File: config.mk
export PLATFORM = sky130hd
export DESIGN_NAME = ras_stack_sync
export DESIGN_NICKNAME = d
export VERILOG_FILES = /design/src/rtl/ras_stack_sync.sv
export SDC_FILE = /design/constraint.sdc
export NUM_CORES = 1
export LEC_CHECK = 0
export BUFFER_PORTS_ARGS = -buffer_cell sky130_fd_sc_hd__buf_2
export CAP_MARGIN = 5
export CORE_ASPECT_RATIO = 1.2
export CORE_MARGIN = 5
export CORE_UTILIZATION = 55
export CTS_CLUSTER_SIZE = 28
export DETAILED_ROUTE_END_ITERATION = 6
export GPL_ROUTABILITY_DRIVEN = 0
export HOLD_SLACK_MARGIN = 0.12
export PLACE_DENSITY = 0.86
export SLEW_MARGIN = 25
export SYNTH_ARGS = -nofsm -noshare
export SYNTH_HDL_FRONTEND = slang
export SYNTH_SLANG_ARGS = --single-unit
export TNS_END_PERCENT = 10
File: constraint.sdc
create_clock -name clk_i -period 2.3 [get_ports clk_i]
set_input_delay 0.575 -clock clk_i [delete_from_list [all_inputs] [get_ports clk_i]]
set_output_delay 0.575 -clock clk_i [all_outputs]
set_load 0.05 [all_outputs]
File: src/rtl/ras_stack_sync.sv
// Return-address stack for the frontend branch predictor.
// Registered shift-stack: entry 0 is the top, reads come straight from state,
// and updates land on the next rising edge. The entry count masks stale data,
// so a flush only has to clear the count and the event flags.
module ras_stack_sync #(
    parameter int unsigned DEPTH = 2,
    parameter int unsigned VLEN  = 32
) (
    input  logic                       clk_i,
    input  logic                       rst_i,
    input  logic                       flush_i,
    input  logic                       push_i,
    input  logic                       pop_i,
    input  logic [VLEN-1:0]            data_i,
    output logic [VLEN-1:0]            data_o,
    output logic                       valid_o,
    output logic [$clog2(DEPTH+1)-1:0] count_o,
    output logic                       overflow_o,
    output logic                       underflow_o
);

    localparam int unsigned CW = $clog2(DEPTH + 1);
    localparam logic [CW-1:0] DepthC = CW'(DEPTH);

    logic [VLEN-1:0] stack_q [DEPTH];
    logic [VLEN-1:0] stack_d [DEPTH];
    logic [CW-1:0]   count_q, count_d;
    logic            ovf_q, ovf_d;
    logic            udf_q, udf_d;

    // Next-state decode: flush beats push/pop; flags default low so they pulse.
    always_comb begin
        stack_d = stack_q;
        count_d = count_q;
        ovf_d   = 1'b0;
        udf_d   = 1'b0;
        if (flush_i) begin
            count_d = '0;
        end else begin
            unique case ({push_i, pop_i})
                2'b10: begin
                    // Shift down; when full the oldest entry falls off the bottom.
                    for (int i = DEPTH - 1; i >= 1; i--) begin
                        stack_d[i] = stack_q[i-1];
                    end
                    stack_d[0] = data_i;
                    if (count_q < DepthC) begin
                        count_d = count_q + CW'(1);
                    end else begin
                        ovf_d = 1'b1;
                    end
                end
                2'b01: begin
                    if (count_q != '0) begin
                        for (int i = 0; i < DEPTH - 1; i++) begin
                            stack_d[i] = stack_q[i+1];
                        end
                        stack_d[DEPTH-1] = '0;
                        count_d          = count_q - CW'(1);
                    end else begin
                        udf_d = 1'b1;
                    end
                end
                2'b11: begin
                    // Return then call: replace the top in place.
                    stack_d[0] = data_i;
                    if (count_q == '0) begin
                        count_d = CW'(1);
                        udf_d   = 1'b1;
                    end
                end
                default: ;
            endcase
        end
    end

    // State registers with synchronous active-high reset.
    always_ff @(posedge clk_i) begin
        if (rst_i) begin
            for (int i = 0; i < DEPTH; i++) begin
                stack_q[i] <= '0;
            end
            count_q <= '0;
            ovf_q   <= 1'b0;
            udf_q   <= 1'b0;
        end else begin
            stack_q <= stack_d;
            count_q <= count_d;
            ovf_q   <= ovf_d;
            udf_q   <= udf_d;
        end
    end

    // Outputs come directly from state; data is masked when empty.
    always_comb begin
        valid_o     = (count_q != '0);
        data_o      = valid_o ? stack_q[0] : '0;
        count_o     = count_q;
        overflow_o  = ovf_q;
        underflow_o = udf_q;
    end

endmodule

# Word-level counts from Yosys, hierarchy flattened
# Index checks and enable logic that the tools add are counted.
[classes]
n_mux = 12
n_reduce_logical = 11
eq_ne = 6
addsub = 2
n_lt_le_gt_ge = 1
bitwise_logic = 2
[op_table]
columns = ["operator", "n"]
rows = [
  ["32-bit one-hot mux with 2 select lines", 2],
  ["64-bit 2-to-1 mux", 1],
  ["32-bit 2-to-1 mux", 1],
  ["2-bit 2-to-1 mux", 3],
  ["2-bit != test, second input constant", 3],
  ["2-bit one-hot mux with 3 select lines", 1],
  ["3-bit AND reduction", 2],
  ["2-bit nonzero test", 3],
  ["2-bit equality test, second input constant", 2],
  ["4-bit AND reduction", 1],
  ["2-bit OR reduction", 2],
  ["1-bit 2-to-1 mux", 3],
  ["3-bit nonzero test", 1],
  ["3-bit OR reduction", 1],
  ["2-bit by 1-bit adder with 2-bit output, second input constant", 1],
  ["2-bit by 1-bit equality test with 1-bit output, second input constant", 1],
  ["2-bit zero test", 1],
  ["2-bit less-than comparator, second input constant", 1],
  ["1-bit NOT", 2],
  ["1-bit one-hot mux with 2 select lines", 1],
  ["2-bit by 1-bit subtractor with 2-bit output, second input constant", 1],
]
[totals]
elab_cells = 39
in_bits = 37
regBits = 68
output_inout_bits = 37

# Longest topological paths before layout
# Gate-level depths: netlist (run 1).
[logic_depth]
depth_word = 4
ltp_mapped = 7
ltp_nobuf = 5

# Worst setup path before layout (run 1)
# No wires, ideal clock.
[synth_path]
path_type = "flip-flop to output port"
from = "register count_q[1], in the netlist count_o[1]"
to = "output data_o[22]"
setup_slack_ns = -0.160
stages_incl_launch_ff = 5
n_path_buf = 2
arrival_time_ns = 1.885
cell_sequence = "dfxtp_1 -> or2_1 -> clkbuf_1 -> buf_2 -> and2_1"
[synth_between]
elab_chain_cells = 2
[synth_lines]
columns = ["element", "line", "rtl"]
rows = [
  ["start, declared", "27", "logic [CW-1:0] count_q, count_d;"],
  ["start signal, assigned", "88", "count_q <= count_d;"],
  ["2-bit nonzero test", "96", "valid_o = (count_q != '0);"],
  ["named net valid_o", "16", "output logic valid_o,"],
  ["32-bit 2-to-1 mux", "97", "data_o = valid_o ? stack_q[0] : '0;"],
  ["end, declared", "15", "output logic [VLEN-1:0] data_o,"],
]
# The timed path passes the listed nets, and every way through them passes these cells.

# Worst setup path in the final report (run 1)
[layout_path]
from = "register count_q[1], in the netlist count_o[1]"
to = "output data_o[19]"
[layout_between]
elab_chain_cells = 2
[layout_lines]
columns = ["element", "line"]
rows = [
  ["2-bit nonzero test", "96"],
  ["32-bit 2-to-1 mux", "97"],
]
# No other way between the ends.

==> out/metrics.yaml, run 1 <==
outcome: "complete, no violations"
die_w_um: 84.71
drt-initial-drc-count: 377
num_antenna_cells: 0
layout.nets: 503
stdcell_area_um2: 4312
syn_avg_cell_area_um2: 9.095
min_period_over_period: 0.9541
hold_class: "reg2reg"
p_leak_nw: 1.547
max_stage_delay_ns: 0.44
numCtsBuffers: 9
synth_area_leaders: "dfxtp_1 37%, a311oi_2 12%, o21ai_0 8.7%"
post-place-ws_ns: 0.1860
synth-simple-area-share: 0.1957
wl_um: 9780
crit_slowest_cell: "dfxtp_2"
r2r-end: "stack_q[33]$_SDFFE_PP0P_"
synth_top_cell_by_area: "dfxtp_1"
drv_slew: 0
drive_above_1_share: 0.3720
hp-start: "stack_q[8]$_SDFFE_PP0P_"
viasPerCell: 6.211
p_clk_frac: 0.373
ys_seq_area_frac: 0.3696
synth_cell_types: 31
clk_latency_ns: 0.35
grt_overflow: 0
r2r_start: "count_o[1]$_SDFFE_PP0P_"
cp_max_fo: 34
placed_area_um2: 4094
first_pass_iters: 5
ys_seq_elements: 68
whs_path_depth: 2
relSlewSlack: 0.7245
path_cells: "or2_1, buf_4, and2_1, buf_2"
antenna_found_initial: 0
fp.dieH_um: 99.65
finalPower_mw: 2.948
htreeDepth: 3
ff_latch_area_um2: 1364
clock_sink_count: 68
syn_area_um2: 3684
cts_tree: "yes"
critPathKind: "reg2out"
ios: 74
rows: 32
min_period_ns: 2.195
core_region_area_um2: 6486
skew_ns: 0.01144
syn_nets: 448
arrival_ns: 1.62
r2r_cells: 4
post-cts-setup-buffers: 0
end_kind: "primary output"
r2r_slack_ns: 0.85
synth_compound_area_frac: 0.3380
stdcell_count: 550
yosys_warnings: 0
synthMuxAreaShare: 0
vdd_drop_max_mv: 0.3304
critical_path.startpoint_type: "register"
routedWlPerCell_um: 17.78
ctsResizeCount: 0
initial_core_util: 0.5679
synth_top_area_frac: 0.3696
syn_to_final_growth_pct: 17.05
syn_inst: 405
power_frac_comb: 0.188
clockRootBuffer: "clkbuf_8"
n_fill_cell: 533
finalSetupViolations: 0
yosys.area_share.xor_xnor: 0.002378
post_cts_hold_buffer_count: 0
dr_total_vias: 3416
cap_viol_max_count: 0
die_area_um2: 8440
hold_ws_ns: 0.4801
grt_pass1_vias: 3401
fin_tns_setup_ns: 0
dp.cells: 534
dp_hpwl_um: 6236
seqPwrFrac: 0.439
hold_violations: 0
drc: 0
grt_max_degree: 65
clk_path_buf_depth: 2
whs_endpoint: "stack_q[8]$_SDFFE_PP0P_"
grt_setup_unrepaired: "no"
tightest_slew_ns: 0.4132
grt_pass1_wl_um: 16460
synth_top_family_by_area: "compound AO/OA/AOI/OAI gates"
power.switching_mw: 0.8718
required_ns: 1.73
grt_usage: 0.2375
io_buffers: 73
final_util: 0.6647
layout_commonest_cell: "buf_2"
multi_input_area_um2: 2072
final_cell_mix: "73 x buf_2, 66 x dfxtp_1, 64 x o21ai_0, 37 x a21oi_1, 33 x nand2_1"
postRouteAntennaNets: 0
max_freq_mhz: 455.7
internal_power_mw: 2.076
path_clk_slew_ns: 0.08
finalWorstSetupSlack_ns: 0.1055
p_per_area_nw_per_um2: 683.7
netSwitchingFraction: 0.2957
synth_adder_area_share: 0.02038
-- final cells by class --
| type | instances | area share |
|---|---|---|
| Inverter | 3 | 0.002612 |
| Clock buffer | 12 | 0.03366 |
| Clock inverter | 4 | 0.01683 |
| Sequential cell | 68 | 0.3163 |
| Timing Repair Buffer | 93 | 0.1254 |
| Multi-Input combinational cell | 285 | 0.4806 |
| Tap cell | 85 | 0.02467 |
-- metal layers --
| layer | wire (um) | vias up | part of all wire | GRT usage |
|---|---|---|---|---|
| li1 | - | 1600 | - | - |
| met1 | 4049 | 1667 | 0.41 | 0.3004 |
| met2 | 4912 | 136 | 0.50 | 0.3930 |
| met3 | 686 | 13 | 0.070 | 0.06131 |
| met4 | 131 | 0 | 0.013 | 0.08039 |
| met5 | 0 | - | 0 | 0 |
-- state kept, by name (all words and copies together), names as in the netlist --
| name | cells |
|---|---|
| overflow_o | 1 |
| underflow_o | 1 |
| count_o | 2 |
| stack_q | 64 |
-- logic make-up (layout without fill, tap and decap cells) --
logic type / Yosys count / after routing
AOI/OAI and AO/OA: 164 / 164
and+or+nand+nor: 114 / 114
buffers and inverters: 52 / 112
DFF: 68 / 68
adders and majority gates: 6 / 6
xor gates and xnor gates: 1 / 1
-- power groups by stage --
stage / clock [mW] / combinational (mW) / sequential (mW)
global placement: 0 / 0.535 / 1.32
floorplan: 0 / 0.414 / 1.31
CTS: 1.11 / 0.553 / 1.29
detailed placement: 0 / 0.549 / 1.32
global route: 1.16 / 0.598 / 1.30
finish: 1.10 / 0.555 / 1.29
-- worst max-delay path: cells and delay by family, from the launching register on --
kind,cells,cell delay [ns]
buffers and inverters,2,0.53
DFF,1,0.44
and+or+nand+nor,2,0.31
-- worst max-delay path by stage --
stage / slack [ns] / startpoint / cells past startpoint / endpoint
floorplan: 0.06 / count_o[1]$_SDFFE_PP0P_ / 4 / data_o[22]
global placement: 0.25 / push_i / 7 / stack_q[33]$_SDFFE_PP0P_
detailed placement: 0.19 / push_i / 7 / stack_q[33]$_SDFFE_PP0P_
CTS: 0.09 / count_o[1]$_SDFFE_PP0P_ / 4 / data_o[9]
global route: 0.02 / count_o[1]$_SDFFE_PP0P_ / 4 / data_o[24]
finish: 0.11 / count_o[1]$_SDFFE_PP0P_ / 4 / data_o[19]
-- cells in the mapped netlist --
| master | count |
|---|---|
| a21oi_1 | 37 |
| a21oi_2 | 28 |
| a311oi_1 | 3 |
| a311oi_2 | 30 |
| and2_1 | 32 |
| and3_1 | 1 |
| buf_1 | 2 |
| buf_2 | 14 |
| buf_4 | 6 |
| buf_6 | 5 |
| clkbuf_1 | 22 |
| dfxtp_1 | 68 |
| ha_1 | 6 |
| inv_1 | 3 |
| nand2_1 | 33 |
| nand2b_1 | 1 |
| nand4b_1 | 32 |
| nor2_1 | 1 |
| nor2_2 | 2 |
| nor2b_1 | 2 |
| nor3_1 | 2 |
| nor3_2 | 1 |
| nor3b_1 | 1 |
| nor3b_2 | 1 |
| nor4_1 | 2 |
| o21ai_0 | 64 |
| o41ai_1 | 2 |
| or2_1 | 1 |
| or3b_1 | 1 |
| or4_1 | 1 |
| xnor2_1 | 1 |
Power figures use the tool's default switching activity.
==> inputs of run 2 (changes only) <==
Settings changed: ABC_AREA from default to 1, CORE_UTILIZATION 55 to 54.
==> out/metrics.yaml, run 2 <==
finalSetupViolations: 0
io_buffers: 73
clk_latency_ns: 0.34
ios: 74
cts_tree: "yes"
post-place-ws_ns: 0.2505
skew_ns: 0.007111
critical_path.startpoint_type: "register"
finalPower_mw: 2.545
arrival_ns: 1.51
whs_path_depth: 2
synth_top_flop_cell: "dfxtp_1"
grt_max_degree: 33
postRouteAntennaNets: 0
p_leak_nw: 1.709
rows: 30
outcome: "complete, no violations"
dp.cells: 604
layout.nets: 578
fp.dieH_um: 94.58
critPathTopFamily: "buffers and inverters"
ctsResizeCount: 0
final_cell_mix: "105 x nand2_1, 73 x buf_2, 68 x dfxtp_1, 67 x a21oi_1, 49 x o21ai_0"
p_per_area_nw_per_um2: 670.7
tightest_slew_ns: 0.5700
max_stage_delay_ns: 0.48
syn_avg_cell_area_um2: 6.821
ys_seq_area_frac: 0.4229
grt_overflow: 0
syn_to_final_growth_pct: 17.84
max_freq_mhz: 479.6
core_region_area_um2: 5743
routedWlPerCell_um: 13.15
whs_endpoint: "stack_q[8]$_SDFFE_PP0P_"
viasPerCell: 5.206
ys_seq_elements: 68
yosysMostFrequentCell: "nand2_1"
min_period_ns: 2.085
required_ns: 1.73
synth_area_leaders: "dfxtp_1 42%, nand2_1 12%, a21oi_1 10%"
vdd_drop_max_mv: 0.3992
drive_above_1_share: 0.1970
r2r_slack_ns: 0.51
hold_ws_ns: 0.4663
synth_edf_count: 0
synth.top_cells.by_count: "105 x nand2_1, 68 x dfxtp_1, 67 x a21oi_1"
synth_top_cell_by_area: "dfxtp_1"
grt_pass1_vias: 3164
min_period_over_period: 0.9065
clk_path_buf_depth: 2
postSynth.asyncResetShare: 0
crit_start: "count_o[1]$_SDFFE_PP0P_"
hold_class: "reg2reg"
antenna_found_initial: 0
yosys_warnings: 0
num_antenna_cells: 0
cp_max_fo: 15
path_cells: "nor2_4, buf_4, nor2_1, buf_2"
r2r-end: "stack_q[0]$_SDFFE_PP0P_"
die_w_um: 80.49
r2r_cells: 7
numCtsBuffers: 9
grt_pass1_wl_um: 13740
hp-start: "stack_q[8]$_SDFFE_PP0P_"
syn_nets: 515
drc: 0
critPathKind: "reg2out"
post_cts_hold_buffer_count: 0
syn_inst: 472
synth_top_area_frac: 0.4229
layout_commonest_cell: "nand2_1"
stdcell_count: 618
largest_reg_flops: 64
synth_cell_types: 21
largest-register: "stack_q"
grt_setup_unrepaired: "no"
n_fill_cell: 501
crit_buf_inv: 2
end_kind: "primary output"
htreeDepth: 3
first_pass_iters: 5
r2r_start: "count_o[1]$_SDFFE_PP0P_"
finalWorstSetupSlack_ns: 0.2151
dr_total_vias: 3217
wl_um: 8129
post-cts-setup-buffers: 0
dp_hpwl_um: 5390
drt-initial-drc-count: 263
final_util: 0.6606
relSlewSlack: 0.6194
clockRootBuffer: "clkbuf_8"
drv_slew: 0
syn_area_um2: 3219
hold_violations: 0
cap_viol_max_count: 0
clock_sink_count: 68
initial_core_util: 0.5606
grt_usage: 0.2280
die_area_um2: 7612
path_clk_slew_ns: 0.07
crit_slowest_cell: "dfxtp_1"
-- run 2: worst max-delay path by stage --
stage / depth (start not counted) / to / slack [ns]
2_1_floorplan: 3 / data_o[10] / -0.02
3_3_place_gp: 9 / stack_q[11]$_SDFFE_PP0P_ / 0.31
3_5_place_dp: 9 / stack_q[25]$_SDFFE_PP0P_ / 0.25
4_1_cts: 4 / data_o[29] / 0.18
5_1_grt: 4 / data_o[29] / 0.11
6_report: 4 / data_o[29] / 0.22
-- run 2: area by class of cell --
cell class	count	area, um2	area share
Clock inverter	3	15.01	0.003958
Timing Repair Buffer	87	495.5	0.1306
Tap cell	80	100.1	0.02639
Clock buffer	11	141.4	0.03727
Inverter	46	172.7	0.04551
Multi-Input combinational cell	323	1508	0.3974
Sequential cell	68	1361	0.3588
-- run 2: cell families after synthesis --
logic type | share of synthesized area
fa+ha+maj | 0.02332
simple gates | 0.2398
flops | 0.4229
buf+inv | 0.1088
compound gates | 0.2052
-- run 2: power breakdown --
part	switching [mW]	total, mW	internal (mW)
clock	0.417	0.820	0.403
sequential	0.0358	1.28	1.24
combinational	0.311	0.450	0.139
total	0.764	2.54	1.78
-- run 2: stage by stage --
| step | setup TNS (ns) | cell area, um2 |
|---|---|---|
| floorplan | -0.7051 | 3219 |
| global placement | 0 | 3637 |
| detailed placement | 0 | 3637 |
| CTS | 0 | 3794 |
| global route | 0 | 3794 |
| finish | 0 | 3794 |
-- run 2: per-layer routing --
metal | vias up | wire, um | global-route usage
met5 | - | 0 | 0
met4 | 0 | 160 | 0.1225
met3 | 14 | 625 | 0.03912
met2 | 114 | 4021 | 0.3999
met1 | 1445 | 3322 | 0.2609
li1 | 1644 | - | -
-- run 2: tightest hold or removal path, stage by stage, from the launching register on --
cell,delay (ns)
dfxtp_1,0.31
nand2_1,0.06
a21oi_1,0.05
==> inputs of run 3 (changes only) <==
Settings changed: ABC_AREA 1 to default, CORE_UTILIZATION 54 to 50, PLACE_DENSITY 0.86 to 0.8.
==> out/metrics.yaml, run 3 (synthesis gave the netlist of run 1 again) <==
die_area_um2: 9191
critical_path.startpoint_type: "register"
finalSetupViolations: 0
core_region_area_um2: 7232
grt_pass1_wl_um: 16040
grt_setup_unrepaired: "no"
vdd_drop_max_mv: 0.4388
hold_violations: 0
grt_usage: 0.2160
placed_area_um2: 4120
wl_um: 9615
antenna_found_initial: 0
dr_total_vias: 3347
largest_reg_flops: 64
clockRootBuffer: "clkbuf_8"
clk_latency_ns: 0.35
p_per_area_nw_per_um2: 703.1
path_cells: "or2_1, buf_4, and2_1, buf_2"
grt_max_degree: 65
cp_max_fo: 19
cap_viol_max_count: 0
rows: 34
skew_ns: 0.008290
grt_overflow: 0
routedWlPerCell_um: 17.23
end_kind: "primary output"
initial_core_util: 0.5093
num_antenna_cells: 0
post-cts-setup-buffers: 0
fin_tns_setup_ns: 0
dp_hpwl_um: 6165
ctsResizeCount: 0
clock_sink_count: 68
ios: 74
stdcell_area_um2: 4368
post_cts_hold_buffer_count: 0
htreeDepth: 3
clk_path_buf_depth: 2
drive_above_1_share: 0.3803
grt_pass1_vias: 3395
viasPerCell: 5.998
syn_to_final_growth_pct: 18.58
tightest_slew_ns: 0.4896
p_leak_nw: 1.574
max_stage_delay_ns: 0.43
arrival_ns: 1.60
fp.dieH_um: 104.0
min_period_over_period: 0.9459
outcome: "complete, no violations"
io_buffers: 73
relSlewSlack: 0.6736
drv_slew: 0
path_clk_slew_ns: 0.07
largest-register: "stack_q"
final_cell_mix: "73 x buf_2, 66 x dfxtp_1, 64 x o21ai_0, 37 x a21oi_1, 33 x nand2_1"
layout.nets: 506
crit_slowest_cell: "dfxtp_2"
cts_tree: "yes"
layout_commonest_cell: "buf_2"
critPathKind: "reg2out"
hold_class: "reg2reg"
min_period_ns: 2.176
postRouteAntennaNets: 0
drc: 0
required_ns: 1.73
first_pass_iters: 5
die_w_um: 88.36
max_freq_mhz: 459.6
drt-initial-drc-count: 261
numCtsBuffers: 9
## run 3: area by class of cell
class	instances	area, um2
tap	90	112.6
sequential	68	1364
multi-input combinational	285	2069
timing repair buffer	96	563.0
inverter	3	11.26
clock buffer	9	123.9
clock inverter	7	123.9
fill	630	2864
## run 3: power by group
part | leakage (nW) | internal (mW) | switching (mW)
clock network | 0.120 | 0.727 | 0.497
registers | 0.556 | 1.24 | 0.0535
logic | 0.898 | 0.201 | 0.353
## run 3: stage by stage
step,power (mW),hold slack (ns),setup slack [ns],utilization,instances
finish,3.071,0.4799,0.1244,0.6040,558
global route,3.181,0.5040,0.04300,0.6040,558
CTS,3.078,0.4767,0.1062,0.6040,558
detailed placement,1.872,0.4656,0.1764,0.5697,542
global placement,1.857,0.4565,0.2295,0.5697,542
floorplan,1.724,0.4499,0.06382,-,405
## run 3: worst max-delay path, delay by kind of cell (launching register included)
kind | cells | cell delay [ns]
DFF | 1 | 0.43
buffers and inverters | 2 | 0.49
and+or+nand+nor | 2 | 0.33
## run 3: path summary, 6_finish.rpt
path                                                from  slack [ns]  cells after the start                  endpoint
worst min-delay path            stack_q[30]$_SDFFE_PP0P_        0.48                      2  stack_q[30]$_SDFFE_PP0P_
worst max-delay path             count_o[0]$_SDFFE_PP0P_        0.12                      4                data_o[31]
worst min register to register  stack_q[30]$_SDFFE_PP0P_        0.48                      2  stack_q[30]$_SDFFE_PP0P_
worst max register to register   count_o[1]$_SDFFE_PP0P_        0.78                      4  stack_q[33]$_SDFFE_PP0P_
## run 3: per-layer routing
layer  vias to the layer above  GRT usage  wire, um
li1                       1610          -         -
met1                      1597     0.2603      4004
met2                       122     0.3551      4837
met3                        18    0.04675       580
met4                         0     0.1069       193
met5                         -          0         0
